**config.mk**
```make
export PLATFORM = sky130hd
export DESIGN_NAME = draw_engine_arbiter_flat
export DESIGN_NICKNAME = d
export VERILOG_FILES = /design/src/rtl/draw_engine_arbiter_if.sv /design/src/rtl/draw_engine_arbiter.sv /design/src/flat_wrapper.sv
export SDC_FILE = /design/constraint.sdc
export NUM_CORES = 1
export LEC_CHECK = 0
export ABC_AREA = 1
export BUFFER_PORTS_ARGS = -buffer_cell sky130_fd_sc_hd__buf_4
export CELL_PAD_IN_SITES_DETAIL_PLACEMENT = 0
export CELL_PAD_IN_SITES_GLOBAL_PLACEMENT = 1
export CORE_MARGIN = 2
export CORE_UTILIZATION = 40
export DETAILED_ROUTE_END_ITERATION = 10
export GPL_TIMING_DRIVEN = 0
export PLACE_DENSITY = 0.84
export SLEW_MARGIN = 20
export SYNTH_ARGS = -nofsm -noshare
export SYNTH_HDL_FRONTEND = slang
export SYNTH_SLANG_ARGS = --single-unit
```
**constraint.sdc**
```tcl
create_clock -name clk -period 3.65 [get_ports clk]
set_input_delay 0.73 -clock clk [delete_from_list [all_inputs] [get_ports clk]]
set_output_delay 0.73 -clock clk [all_outputs]
set_load 0.02 [all_outputs]
```
**src/rtl/draw_engine_arbiter_if.sv**
```systemverilog
// Bundle of handshake signals between the draw-engine arbiter, its
// requesters (hook, gold/rock, HUD, background restore) and the draw engine.
// master: the arbiter side. slave: the requester/engine side.
interface draw_engine_arbiter_if #(
    parameter int NUM_REQ = 4
);
    // Requester side
    logic [NUM_REQ-1:0]   req;
    logic [9*NUM_REQ-1:0] req_x;
    logic [8*NUM_REQ-1:0] req_y;
    logic [NUM_REQ-1:0]   req_erase;
    logic [NUM_REQ-1:0]   grant;
    logic [NUM_REQ-1:0]   done;

    // Draw engine side
    logic                 draw_object_done;
    logic                 start_draw;
    logic [8:0]           draw_x_start;
    logic [7:0]           draw_y_start;
    logic                 draw_erase;

    // Status
    logic                 busy;
    logic                 timeout_err;

    modport master (
        input  req, req_x, req_y, req_erase, draw_object_done,
        output start_draw, draw_x_start, draw_y_start, draw_erase,
        output grant, done, busy, timeout_err
    );

    modport slave (
        output req, req_x, req_y, req_erase, draw_object_done,
        input  start_draw, draw_x_start, draw_y_start, draw_erase,
        input  grant, done, busy, timeout_err
    );
endinterface

```
**src/rtl/draw_engine_arbiter.sv**
```systemverilog
// Round-robin arbiter sharing the single object-draw engine between
// NUM_REQ requesters. A winner's start coordinate and erase flag are
// latched once, the engine is started, and a one-cycle done pulse is
// returned to the winner when the engine reports completion.
//
// Optional feature: define DRAW_TIMEOUT_EN to add a DRAW-state watchdog
// (TIMEOUT_CYCLES) that forces a release and sets a sticky timeout_err.
// Without the macro the engine is waited on indefinitely and timeout_err
// is tied low.
module draw_engine_arbiter #(
    parameter int          NUM_REQ        = 4,
    parameter int          IDX_W          = 2,
    parameter logic [15:0] TIMEOUT_CYCLES = 16'd20000
) (
    input  logic                  clk,
    input  logic                  resetn,
    draw_engine_arbiter_if.master bus
);

    typedef enum logic [1:0] {
        S_IDLE    = 2'd0,
        S_LATCH   = 2'd1,
        S_DRAW    = 2'd2,
        S_RELEASE = 2'd3
    } state_t;

    // One-hot decode of a requester index.
    function automatic logic [NUM_REQ-1:0] onehot(input logic [IDX_W-1:0] idx);
        logic [NUM_REQ-1:0] oh;
        oh      = '0;
        oh[idx] = 1'b1;
        return oh;
    endfunction

    state_t               state_r;
    logic [IDX_W-1:0]     last_idx_r;
    logic [IDX_W-1:0]     win_idx_r;
    logic [8:0]           lat_x_r;
    logic [7:0]           lat_y_r;
    logic                 lat_erase_r;
    logic                 first_draw_r;

    logic                 start_draw_r;
    logic [8:0]           draw_x_r;
    logic [7:0]           draw_y_r;
    logic                 draw_erase_r;
    logic [NUM_REQ-1:0]   grant_r;
    logic [NUM_REQ-1:0]   done_r;
    logic                 busy_r;

    logic [8:0]           x_arr_s [NUM_REQ];
    logic [7:0]           y_arr_s [NUM_REQ];
    logic                 found_s;
    logic [IDX_W-1:0]     pick_s;
    logic                 accept_s;
    logic                 tmo_hit_s;

    // Unpack the per-requester coordinate buses into indexable arrays.
    always_comb begin
        for (int i = 0; i < NUM_REQ; i++) begin
            x_arr_s[i] = bus.req_x[9*i +: 9];
            y_arr_s[i] = bus.req_y[8*i +: 8];
        end
    end

    // Round-robin pick: first active request after last_idx, modulo NUM_REQ.
    always_comb begin
        found_s = 1'b0;
        pick_s  = last_idx_r;
        for (int k = 1; k <= NUM_REQ; k++) begin
            logic [IDX_W-1:0] cand_v;
            cand_v = IDX_W'((int'(last_idx_r) + k) % NUM_REQ);
            if (!found_s && bus.req[cand_v]) begin
                found_s = 1'b1;
                pick_s  = cand_v;
            end else begin
                found_s = found_s;
            end
        end
    end

    // Engine completion is honoured only from the second DRAW cycle on,
    // so a done left over from a previous object cannot end this one early.
    always_comb begin
        if (state_r == S_DRAW && !first_draw_r && bus.draw_object_done) begin
            accept_s = 1'b1;
        end else begin
            accept_s = 1'b0;
        end
    end

`ifdef DRAW_TIMEOUT_EN
    logic [15:0] tmo_cnt_r;
    logic        timeout_err_r;

    // Watchdog fires in the DRAW cycle whose count reaches TIMEOUT_CYCLES-1.
    always_comb begin
        if (state_r == S_DRAW && tmo_cnt_r == (TIMEOUT_CYCLES - 16'd1)) begin
            tmo_hit_s = 1'b1;
        end else begin
            tmo_hit_s = 1'b0;
        end
    end

    // DRAW cycle counter and sticky timeout flag.
    always_ff @(posedge clk or negedge resetn) begin
        if (!resetn) begin
            tmo_cnt_r     <= 16'd0;
            timeout_err_r <= 1'b0;
        end else begin
            case (state_r)
                S_LATCH: tmo_cnt_r <= 16'd0;
                S_DRAW:  tmo_cnt_r <= tmo_cnt_r + 16'd1;
                default: tmo_cnt_r <= tmo_cnt_r;
            endcase
            if (tmo_hit_s && !accept_s) begin
                timeout_err_r <= 1'b1;
            end else begin
                timeout_err_r <= timeout_err_r;
            end
        end
    end

    assign bus.timeout_err = timeout_err_r;
`else
    logic unused_tmo_s;

    // No watchdog in this build: DRAW waits for the engine indefinitely.
    always_comb begin
        tmo_hit_s = 1'b0;
    end

    assign unused_tmo_s    = ^TIMEOUT_CYCLES;
    assign bus.timeout_err = 1'b0;
`endif

    // Arbiter FSM with registered engine and requester outputs.
    always_ff @(posedge clk or negedge resetn) begin
        if (!resetn) begin
            state_r      <= S_IDLE;
            last_idx_r   <= IDX_W'(NUM_REQ - 1);
            win_idx_r    <= '0;
            lat_x_r      <= 9'd0;
            lat_y_r      <= 8'd0;
            lat_erase_r  <= 1'b0;
            first_draw_r <= 1'b0;
            start_draw_r <= 1'b0;
            draw_x_r     <= 9'd0;
            draw_y_r     <= 8'd0;
            draw_erase_r <= 1'b0;
            grant_r      <= '0;
            done_r       <= '0;
            busy_r       <= 1'b0;
        end else begin
            case (state_r)
                S_IDLE: begin
                    done_r <= '0;
                    if (found_s) begin
                        lat_x_r     <= x_arr_s[pick_s];
                        lat_y_r     <= y_arr_s[pick_s];
                        lat_erase_r <= bus.req_erase[pick_s];
                        win_idx_r   <= pick_s;
                        grant_r     <= onehot(pick_s);
                        busy_r      <= 1'b1;
                        state_r     <= S_LATCH;
                    end else begin
                        grant_r     <= '0;
                        busy_r      <= 1'b0;
                        state_r     <= S_IDLE;
                    end
                end
                S_LATCH: begin
                    start_draw_r <= 1'b1;
                    draw_x_r     <= lat_x_r;
                    draw_y_r     <= lat_y_r;
                    draw_erase_r <= lat_erase_r;
                    first_draw_r <= 1'b1;
                    state_r      <= S_DRAW;
                end
                S_DRAW: begin
                    first_draw_r <= 1'b0;
                    if (accept_s || tmo_hit_s) begin
                        start_draw_r <= 1'b0;
                        draw_x_r     <= 9'd0;
                        draw_y_r     <= 8'd0;
                        draw_erase_r <= 1'b0;
                        done_r       <= onehot(win_idx_r);
                        state_r      <= S_RELEASE;
                    end else begin
                        state_r      <= S_DRAW;
                    end
                end
                S_RELEASE: begin
                    done_r     <= '0;
                    grant_r    <= '0;
                    busy_r     <= 1'b0;
                    last_idx_r <= win_idx_r;
                    state_r    <= S_IDLE;
                end
                default: begin
                    start_draw_r <= 1'b0;
                    draw_x_r     <= 9'd0;
                    draw_y_r     <= 8'd0;
                    draw_erase_r <= 1'b0;
                    grant_r      <= '0;
                    done_r       <= '0;
                    busy_r       <= 1'b0;
                    state_r      <= S_IDLE;
                end
            endcase
        end
    end

    assign bus.start_draw   = start_draw_r;
    assign bus.draw_x_start = draw_x_r;
    assign bus.draw_y_start = draw_y_r;
    assign bus.draw_erase   = draw_erase_r;
    assign bus.grant        = grant_r;
    assign bus.done         = done_r;
    assign bus.busy         = busy_r;

endmodule

```
**src/flat_wrapper.sv**
```systemverilog
// flat-port wrapper written by rule: the top's interface ports become plain ports
module draw_engine_arbiter_flat 
#(
    parameter int          NUM_REQ        = 4,
    parameter int          IDX_W          = 2,
    parameter logic [15:0] TIMEOUT_CYCLES = 16'd20000
)
  (clk, resetn, bus_req, bus_req_x, bus_req_y, bus_req_erase, bus_draw_object_done, bus_start_draw, bus_draw_x_start, bus_draw_y_start, bus_draw_erase, bus_grant, bus_done, bus_busy, bus_timeout_err);
  draw_engine_arbiter_if #(.NUM_REQ(NUM_REQ)) bus_i ();
  input  logic clk;
  input  logic resetn;
  input wire logic [$bits(bus_i.req)-1:0] bus_req;
  input wire logic [$bits(bus_i.req_x)-1:0] bus_req_x;
  input wire logic [$bits(bus_i.req_y)-1:0] bus_req_y;
  input wire logic [$bits(bus_i.req_erase)-1:0] bus_req_erase;
  input wire logic [$bits(bus_i.draw_object_done)-1:0] bus_draw_object_done;
  output wire logic [$bits(bus_i.start_draw)-1:0] bus_start_draw;
  output wire logic [$bits(bus_i.draw_x_start)-1:0] bus_draw_x_start;
  output wire logic [$bits(bus_i.draw_y_start)-1:0] bus_draw_y_start;
  output wire logic [$bits(bus_i.draw_erase)-1:0] bus_draw_erase;
  output wire logic [$bits(bus_i.grant)-1:0] bus_grant;
  output wire logic [$bits(bus_i.done)-1:0] bus_done;
  output wire logic [$bits(bus_i.busy)-1:0] bus_busy;
  output wire logic [$bits(bus_i.timeout_err)-1:0] bus_timeout_err;
  assign bus_i.req = bus_req;
  assign bus_i.req_x = bus_req_x;
  assign bus_i.req_y = bus_req_y;
  assign bus_i.req_erase = bus_req_erase;
  assign bus_i.draw_object_done = bus_draw_object_done;
  assign bus_start_draw = bus_i.start_draw;
  assign bus_draw_x_start = bus_i.draw_x_start;
  assign bus_draw_y_start = bus_i.draw_y_start;
  assign bus_draw_erase = bus_i.draw_erase;
  assign bus_grant = bus_i.grant;
  assign bus_done = bus_i.done;
  assign bus_busy = bus_i.busy;
  assign bus_timeout_err = bus_i.timeout_err;
  draw_engine_arbiter #(.NUM_REQ(NUM_REQ), .IDX_W(IDX_W), .TIMEOUT_CYCLES(TIMEOUT_CYCLES)) u_core (.clk(clk), .resetn(resetn), .bus(bus_i));
endmodule
```
# Word level (Yosys, flattened, before mapping)
# Index checks and enable logic that the tools add are counted.
# Widths: inputs -> output; s select.
[word_totals]
ff_bits = 53
in_bits = 79
wordCells = 97
[classes]
addsub = 4
n_lt_le_gt_ge = 9
eq_ne = 4
muxes = 46
bitwise_logic = 1
reduce_logical = 19
[op_table]
columns = ["op", "n"]
rows = [
  ["$mux 9", 3],
  ["$mux 8", 3],
  ["$bmux 9 s2", 1],
  ["$lt 2x3->1 const B", 6],
  ["$pmux 9 s2", 1],
  ["$bmux 8 s2", 1],
  ["$mux 1", 16],
  ["$pmux 4 s2", 2],
  ["$pmux 8 s2", 1],
  ["$bmux 1 s2", 5],
  ["$mux 2", 4],
  ["$mux 4", 2],
  ["$pmux 1 s2", 4],
  ["$pmux 2 s4", 1],
  ["$logic_and 1x1->1", 7],
  ["$reduce_and 2->1", 3],
  ["$reduce_bool 2->1", 3],
  ["$add 2x1->2 const B", 2],
  ["$add 2x2->2 const B", 2],
  ["$demux 1 s2", 2],
  ["$eq 2x2->1 const B", 2],
  ["$ge 2x1->1 const B", 2],
  ["$logic_not 1->1", 4],
  ["$ge 3x3->1 const B", 1],
  ["other kinds (5)", 5],
]

# Logic depth before layout (Yosys ltp)
# Gate-level depths: netlist of the first run.
[depth]
ltp_word = 19
ltp_mapped = 15
mapped_depth_nobuf = 12

# Least setup slack after synthesis of the first run
# OpenSTA, ideal clock, no wires.
[synth_timing]
path_kind = "input-to-reg"
startpoint = "in bus_req[2]"
endpoint = "reg u_core.lat_x_r[0]"
setup_ps = 117
t_arrival_ps = 1773
path_slack_ps = 1760
path_stages = 12
path_cell_list = "nand2_1 -> nand2_2 -> nand2_4 -> nand2_8 -> nor2_8 -> nand3_2 -> buf_6 -> buf_6 -> nand3_2 -> nand3_1 -> nand3_1 -> nand2_1"
[synth_between]
elab_chain_cells = 16
word_cells_on_any_way = 27
[synth_rtl]
columns = ["item", "line", "text"]
rows = [
  ["start: declaration", "flat_wrapper.sv:12", "input wire logic [$bits(bus_i.req)-1:0] bus_req;"],
  ["$bmux 1 s2", "draw_engine_arbiter.sv:73", "if (!found_s && bus.req[cand_v]) begin"],
  ["$mux 1 (not written as such)", "draw_engine_arbiter.sv:73", ""],
  ["$mux 1", "draw_engine_arbiter.sv:73", ""],
  ["$logic_not 1->1", "draw_engine_arbiter.sv:73", ""],
  ["$logic_and 1x1->1", "draw_engine_arbiter.sv:73", ""],
  ["$mux 1", "draw_engine_arbiter.sv:73", ""],
  ["$logic_not 1->1", "draw_engine_arbiter.sv:73", ""],
  ["$logic_and 1x1->1", "draw_engine_arbiter.sv:73", ""],
  ["$mux 1", "draw_engine_arbiter.sv:73", ""],
  ["$logic_not 1->1", "draw_engine_arbiter.sv:73", ""],
  ["$logic_and 1x1->1", "draw_engine_arbiter.sv:73", ""],
  ["$mux 2", "draw_engine_arbiter.sv:73", ""],
  ["$not 2->3 (not written as such)", "draw_engine_arbiter.sv:159", "lat_x_r <= x_arr_s[pick_s];"],
  ["$bmux 9 s2", "draw_engine_arbiter.sv:159", ""],
  ["$mux 9 (not written as such) (2 in series)", "draw_engine_arbiter.sv:159", ""],
  ["end signal: assignment", "draw_engine_arbiter.sv:159", ""],
  ["end: declaration", "draw_engine_arbiter.sv:38", "logic [8:0] lat_x_r;"],
]
# Parallel ways exist; a longest one is shown, timed or not. The select of a mux whose other input is x is not followed.
# A chain may end at the register's enable or synchronous reset.

# Final worst setup path of the first run
[layout_timing]
startpoint = "reg u_core.last_idx_r[0]"
endpoint = "reg u_core.lat_y_r[4]"
[layout_between]
elab_chain_cells = 17
word_cells_on_any_way = 31
[layout_rtl]
columns = ["item", "line", "text"]
rows = [
  ["start: declaration", "draw_engine_arbiter.sv:36", "logic [IDX_W-1:0] last_idx_r;"],
  ["start signal: assignment", "draw_engine_arbiter.sv:141", "last_idx_r <= IDX_W'(NUM_REQ - 1);"],
  ["start signal: assignment", "draw_engine_arbiter.sv:197", "last_idx_r <= win_idx_r;"],
  ["$add 2x1->2", "draw_engine_arbiter.sv:72", "cand_v = IDX_W'((int'(last_idx_r) + k) % NUM_REQ);"],
  ["$bmux 1 s2", "draw_engine_arbiter.sv:73", ""],
  ["$mux 1 (not written as such)", "draw_engine_arbiter.sv:73", ""],
  ["$mux 1", "draw_engine_arbiter.sv:73", ""],
  ["$logic_not 1->1", "draw_engine_arbiter.sv:73", ""],
  ["$logic_and 1x1->1", "draw_engine_arbiter.sv:73", ""],
  ["$mux 1", "draw_engine_arbiter.sv:73", ""],
  ["$logic_not 1->1", "draw_engine_arbiter.sv:73", ""],
  ["$logic_and 1x1->1", "draw_engine_arbiter.sv:73", ""],
  ["$mux 1", "draw_engine_arbiter.sv:73", ""],
  ["$logic_not 1->1", "draw_engine_arbiter.sv:73", ""],
  ["$logic_and 1x1->1", "draw_engine_arbiter.sv:73", ""],
  ["$mux 2", "draw_engine_arbiter.sv:73", ""],
  ["$not 2->3 (not written as such)", "draw_engine_arbiter.sv:160", "lat_y_r <= y_arr_s[pick_s];"],
  ["$bmux 8 s2", "draw_engine_arbiter.sv:160", ""],
  ["$mux 8 (not written as such) (2 in series)", "draw_engine_arbiter.sv:160", ""],
  ["end signal: assignment", "draw_engine_arbiter.sv:160", ""],
  ["end: declaration", "draw_engine_arbiter.sv:39", "logic [7:0] lat_y_r;"],
]
# Parallel ways exist; a longest one is shown, timed or not. The select of a mux whose other input is x is not followed.

==> results.json, run 1 <==
{
  "run_status": "completed",
  "rsz0062_at_grt": "no",
  "fin_worst_skew_ns": 0.00908,
  "power_leakage_nw": 2.21,
  "worst_slack_ns": 1.50,
  "dieWidth_um": 94.3,
  "final_nets": 583,
  "synth-warning-count": 0,
  "die_height_um": 94.3,
  "place.detailed.instances": 595,
  "antenna_violations_before_repair": 0,
  "report.final.slew_viol_count": 0,
  "crit_type": "reg2reg",
  "dpl.hpwl_mm": 7.23,
  "power.ir.vdd_worst_uv": 496,
  "dr.first_iter.drc_count": 143,
  "yosys-top-cells-count": "nand3_1 (118), nand2_1 (81), dfrtp_1 (51)",
  "post_layout_nonfiller_instances": 603,
  "crit_end_category": "register",
  "global_route.overflow_total": 0,
  "worst-endpoint-required_ns": 3.85,
  "cts_made_buffers": 5,
  "yosys.cell_types.count": 29,
  "clk_pin_slew_ns": 0.10,
  "fin_crit_sh_pct": 59.0,
  "synthesis.area_um2": 3260,
  "fmax_ghz": 0.465,
  "drt_pass1_iterations": 4,
  "clock-root-buffer": "clkbuf_8",
  "gpl.final_weighted_congestion": 0.866,
  "number_of_global_route_vias_before_repair": 2907,
  "fp.coreArea_um2": 7810,
  "netlist_top_cells_area": "dfrtp_1 (39%), nand3_1 (18%), nand2_1 (9.3%), nand3_2 (5.8%), a22o_1 (4.8%)",
  "dr_total_vias": 3071,
  "synth.most_common_cell": "nand3_1",
  "placementRows": 32,
  "cp_slowest_cell": "dfstp_2",
  "floorplan.io_pins": 108,
  "post_cts_resized": 0,
  "cp_max_fanout": 10,
  "maximum_number_of_pins_on_one_net_before_global_route_repair": 54,
  "setup_total_negative_slack_ns": 0,
  "final-setup-viol-count": 0,
  "initial_core_util_pct": 41.8,
  "reg2reg_depth": 13,
  "synth_seq_area_share_pct": 40.7,
  "synth_edf_count": 0,
  "drt_wl_total_mm": 9.08,
  "synth_top_cell_area_share_pct": 39.1,
  "fp.dieArea_um2": 8900,
  "area_growth_syn_to_layout_pct": 30.9,
  "synth_top_area_cell": "dfrtp_1",
  "max_stage_delay_ns": 0.55,
  "viasPerCell": 5.09,
  "avgRoutedWirePerCell_um": 15.1,
  "ctsHtreeMaxLevel": 2,
  "insertion_delay_ns": 0.30,
  "max_cap_violations": 0,
  "timing.critical_path.cells": "inv_2, buf_6, nand2_1, nand2_2, nand2_4, nand2_8, nor2_8, nand4_1, nand2_2, inv_2, buf_4, nand3_1, nand2_1",
  "asyncSetResetFlopFracSynth_pct": 100,
  "postCtsSetupRepairBufs": 0,
  "power_density_nw_per_um2": 1030,
  "final_antenna_net_count": 0,
  "critical_path.startpoint_type": "register",
  "mappedNetlistNets": 470,
  "drt_drc_violations_left": 0,
  "synth-seq-cells": 53,
  "cts_sink_cnt": 53,
  "grt_usage_pct": 20.8,
  "synthesis.area_per_instance_um2": 8.43,
  "critical_path_arrival_ns": 2.35,
  "dominantRegCellSynth": "dfrtp_1",
  "cts_max_path_buffers": 2,
  "final_layout_size_suffix_gt1_share_pct": 36.9,
  "hold_path.class": "in2async",
  "worst_pin_slew_ns": 0.653,
  "final-hold-violation-count": 0,
  "post_synth_inst_count": 387,
  "slew_headroom_pct": 56.5,
  "num_antenna_cells": 0,
  "buffer_ports.inserted": 106,
  "cts-hold-fix-buffers": 0,
  "global_route_wire_length_before_repair_mm": 14.3,
  "pre_cts_ws_ns": 1.37,
  "tritoncts": "built",
  "timing.final.crit_period_ns": 2.15
}
## flip-flops by register name, summed over array words and instances (netlist names)
register and count:
u_core.bus.draw_y_start 8, u_core.state_r 2, u_core.bus.draw_erase 1, u_core.last_idx_r 2, u_core.bus.start_draw 1, u_core.lat_erase_r 1
u_core.bus.draw_x_start 9, u_core.first_draw_r 1, u_core.lat_x_r 9, u_core.lat_y_r 8, u_core.bus.done 4, u_core.bus.grant 4
u_core.bus.busy 1, u_core.win_idx_r 2
## cell families (layout without fill, tap and decap cells)
logic type / Yosys count / in the layout / share of synthesized area (%)
adders and majority gates: 4 / 4 / 1.53
buffers and inverters: 45 / 159 / 8.47
AOI/OAI and AO/OA: 34 / 34 / 7.48
other: 1 / 1 / 0.115
and+or+nand+nor: 250 / 250 / 41.7
DFF: 53 / 53 / 40.7
## critical path: cells and delay by family (launching register included)
family                 cells  cell delay [ns]
flip-flops                 1             0.55
buffers and inverters      4             0.46
AND/OR/NAND/NOR            9             1.01
## report_power, final
part | switching, mW | leakage, nW | internal, mW
clock network | 0.185 | 0.0439 | 0.133
logic | 1.88 | 1.50 | 1.17
registers | 0.163 | 0.663 | 0.862
## layout make-up
cell class | instances | area [um^2]
timing repair buffer | 106 | 796
fill | 748 | 3530
sequential | 53 | 1330
tap | 102 | 128
multi-input combinational | 289 | 1660
inverter | 17 | 63.8
clock buffer | 5 | 68.8
buffer | 28 | 213
clock inverter | 3 | 17.5
## routing by layer
metal | share of wire [%] | track usage (%) | vias to the layer above
li1 | - | - | 1550
met5 | 0 | 0 | -
met2 | 46 | 32.3 | 82
met4 | 0.97 | 5.56 | 0
met3 | 4.6 | 2.25 | 6
met1 | 48 | 30.9 | 1433
## stage by stage
stage          utilization [%]  power, mW  instance area [um^2]  hold slack [ns]
2_1_floorplan                -       3.25                  3260            0.434
5_1_grt                   54.7       4.80                  4270            0.488
6_report                  54.7       4.39                  4270            0.444
3_3_place_gp              53.6       4.02                  4190            0.465
3_5_place_dp              53.6       4.08                  4190            0.467
4_1_cts                   54.7       4.40                  4270            0.472
## layout by cell type, fill, tap and decap left out, types with 5 or more instances in the layout
cell type	count
buf_2	12
dfrtp_1	51
nand4_1	5
clkbuf_8	5
buf_4	111
nand3_1	118
nand2_2	9
inv_1	13
nand3_2	19
nor2_1	6
a22o_1	18
nand2_4	7
nand2_1	81
o21ai_0	10
## worst paths after layout
path | startpoint | endpoint | slack [ns]
max | u_core.last_idx_r[0] | u_core.lat_y_r[4] | 1.50
min | resetn | u_core.bus.grant[2] | 0.44
max reg2reg | u_core.last_idx_r[0] | u_core.lat_y_r[4] | 1.50
min reg2reg | u_core.lat_y_r[7] | u_core.lat_y_r[7] | 0.49
max in group asynchronous | resetn | u_core.bus.draw_y_start[7] | 2.76
min in group clk | u_core.lat_y_r[7] | u_core.lat_y_r[7] | 0.49
(Power assumes the default switching activity.)
==> run 2, diff against run 1 <==
--- a/config.mk
+++ b/config.mk
@@ -10,10 +10,10 @@
 export CELL_PAD_IN_SITES_DETAIL_PLACEMENT = 0
 export CELL_PAD_IN_SITES_GLOBAL_PLACEMENT = 1
 export CORE_MARGIN = 2
-export CORE_UTILIZATION = 40
+export CORE_UTILIZATION = 37
 export DETAILED_ROUTE_END_ITERATION = 10
 export GPL_TIMING_DRIVEN = 0
-export PLACE_DENSITY = 0.84
+export PLACE_DENSITY = 0.79
 export SLEW_MARGIN = 20
 export SYNTH_ARGS = -nofsm -noshare
 export SYNTH_HDL_FRONTEND = slang
==> constraint.sdc (replaced) <==
create_clock -name clk -period 2 [get_ports clk]
set_input_delay 0.4 -clock clk [delete_from_list [all_inputs] [get_ports clk]]
set_output_delay 0.4 -clock clk [all_outputs]
set_load 0.02 [all_outputs]
==> run 2 against run 1 <==
  * The run now ends with negative setup slack left
  * Critical path depth up 2
  * Combinational power up 130%
  * Wire length up 8.8%
  * Final cell count up 4.0%
  * Critical path type unchanged
  * Largest cell class unchanged
==> results.json, run 2 (synthesized netlist as in run 1, its figures left out) <==
{
  "clk_pin_slew_ns": 0.09,
  "slew_headroom_pct": 56.5,
  "dr_total_vias": 3155,
  "die_height_um": 97.9,
  "cts_sink_cnt": 53,
  "final_antenna_net_count": 0,
  "fillCellCount": 802,
  "final_nets": 601,
  "fin_worst_skew_ns": 0.00546,
  "fp.dieArea_um2": 9590,
  "drt_wl_total_mm": 9.87,
  "viasPerCell": 5.03,
  "postLayoutCoreUtil_pct": 55.8,
  "leading_cell_type_in_the_layout_fill_and_taps_excluded": "buf_4",
  "dpl.hpwl_mm": 7.18,
  "placementRows": 34,
  "final-hold-violation-count": 0,
  "num_antenna_cells": 0,
  "crit_type": "reg2reg",
  "cts_max_path_buffers": 2,
  "global_route.overflow_total": 0,
  "power_density_nw_per_um2": 1970,
  "place.detailed.instances": 601,
  "mostFrequentLayoutCells": "buf_4 (122), nand3_1 (92), nand2_1 (75)",
  "report.final.slew_viol_count": 0,
  "maximum_number_of_pins_on_one_net_before_global_route_repair": 54,
  "fin_crit_sh_pct": 105,
  "final-setup-viol-count": 22,
  "area_growth_syn_to_layout_pct": 47.7,
  "power.ir.vdd_worst_uv": 870,
  "global_route_wire_length_before_repair_mm": 15.5,
  "insertion_delay_ns": 0.31,
  "timing.hold.ws_ns": 0.0996,
  "crit_end_category": "register",
  "post_layout_nonfiller_instances": 627,
  "drt_drc_violations_left": 0,
  "detailed_place.area_um2": 4190,
  "initial_core_util_pct": 37.8,
  "rsz0062_at_grt": "yes",
  "power_leakage_nw": 2.45,
  "run_status": "finished with violations",
  "fp.coreArea_um2": 8640,
  "gpl.final_weighted_congestion": 0.910,
  "clock-root-buffer": "clkbuf_8",
  "final_area_um2": 4820,
  "number_of_global_route_vias_before_repair": 3066,
  "antenna_violations_before_repair": 0,
  "violations": "negative setup slack",
  "final_layout_size_suffix_gt1_share_pct": 46.2,
  "avgRoutedWirePerCell_um": 15.7,
  "worst_pin_slew_ns": 0.653,
  "grt_usage_pct": 19.9,
  "critical_path.startpoint_type": "register",
  "hold_path.class": "in2async",
  "worst_slack_ns": -0.103,
  "ctsHtreeMaxLevel": 2,
  "worst-endpoint-required_ns": 2.20,
  "drt_pass1_iterations": 4,
  "buffer_ports.inserted": 106,
  "dr.first_iter.drc_count": 108,
  "timing.final.crit_period_ns": 2.10,
  "fmax_ghz": 0.476,
  "cts_made_buffers": 5,
  "max_cap_violations": 0,
  "critical_path_arrival_ns": 2.30,
  "cp_max_fanout": 10,
  "tritoncts": "built",
  "floorplan.io_pins": 108,
  "dieWidth_um": 97.9
}
run 2: changes by cell type in the layout (fill, tap and decap cells not counted), sizes merged:
cell | previous run | this run
bufinv | 0 | 1
clkinv | 2 | 0
buf | 130 | 143
clkbuf | 9 | 15
run 2: what timing repair did:
item | in CTS | in global routing
hold buffers | 0 | 0
gates resized for setup | 35 | 42
setup endpoints to repair | 33 | 35
hold endpoints to repair | 0 | 0
buffers inserted | 13 | 1
pin swaps | 10 | 12
cloned | 1 | 3
run 2: worst paths after layout:
kind	start	end	slack [ns]	cells past startpoint
min in group clk	bus_req_y[29]	u_core.lat_y_r[5]	0.47	5
min reg2reg	u_core.lat_x_r[8]	u_core.lat_x_r[8]	0.49	2
min	resetn	u_core.bus.done[2]	0.1	1
max in group asynchronous	resetn	u_core.lat_y_r[1]	1.44	1
max	u_core.last_idx_r[0]	u_core.lat_y_r[6]	-0.10	15
max reg2reg	u_core.last_idx_r[0]	u_core.lat_y_r[6]	-0.10	15
run 2: per-stage QoR:
step	TNS, ns	setup slack, ns	power [mW]
final	-1.47	-0.103	9.48
after global routing	-3.73	-0.197	10.2
after CTS	-1.19	-0.0729	8.89
after detailed placement	-1.43	-0.132	7.45
after global placement	-1.10	-0.120	7.34
after floorplan	0	0.177	5.92
run 2: layout make-up:
type | count | area, um^2 | share of cell area, %
Sequential cell | 53 | 1330 | 27.6
Clock buffer | 6 | 82.6 | 1.71
Buffer | 28 | 307 | 6.36
Inverter | 17 | 66.3 | 1.38
Tap cell | 108 | 135 | 2.80
Clock inverter | 2 | 37.5 | 0.779
Timing Repair Buffer | 124 | 1020 | 21.2
Multi-Input combinational cell | 289 | 1840 | 38.2
run 2: report_power, final:
group,switching [mW],internal [mW]
Sequential,0.292,1.57
Combinational,3.95,2.90
Clock,0.352,0.407
Total,4.59,4.89
run 2: critical path, stage by stage, from the launching register on:
cell and delay (ns):
dfstp_2 0.57, inv_2 0.05, buf_6 0.13, nand2_2 0.06, nand2_2 0.07, nand2_4 0.11, nand2_8 0.09, nor2_8 0.10
buf_12 0.12, nand3_4 0.09, buf_8 0.16, buf_12 0.15, nand3_2 0.07, nand3_1 0.09, nand3_2 0.08, nand2_1 0.05
run 2: per-layer routing:
layer  GRT usage [%]  share of wire (%)
met2            31.7                 47
met5               0                  0
met3            2.36                3.7
met4            5.13                1.8
met1            28.9                 47
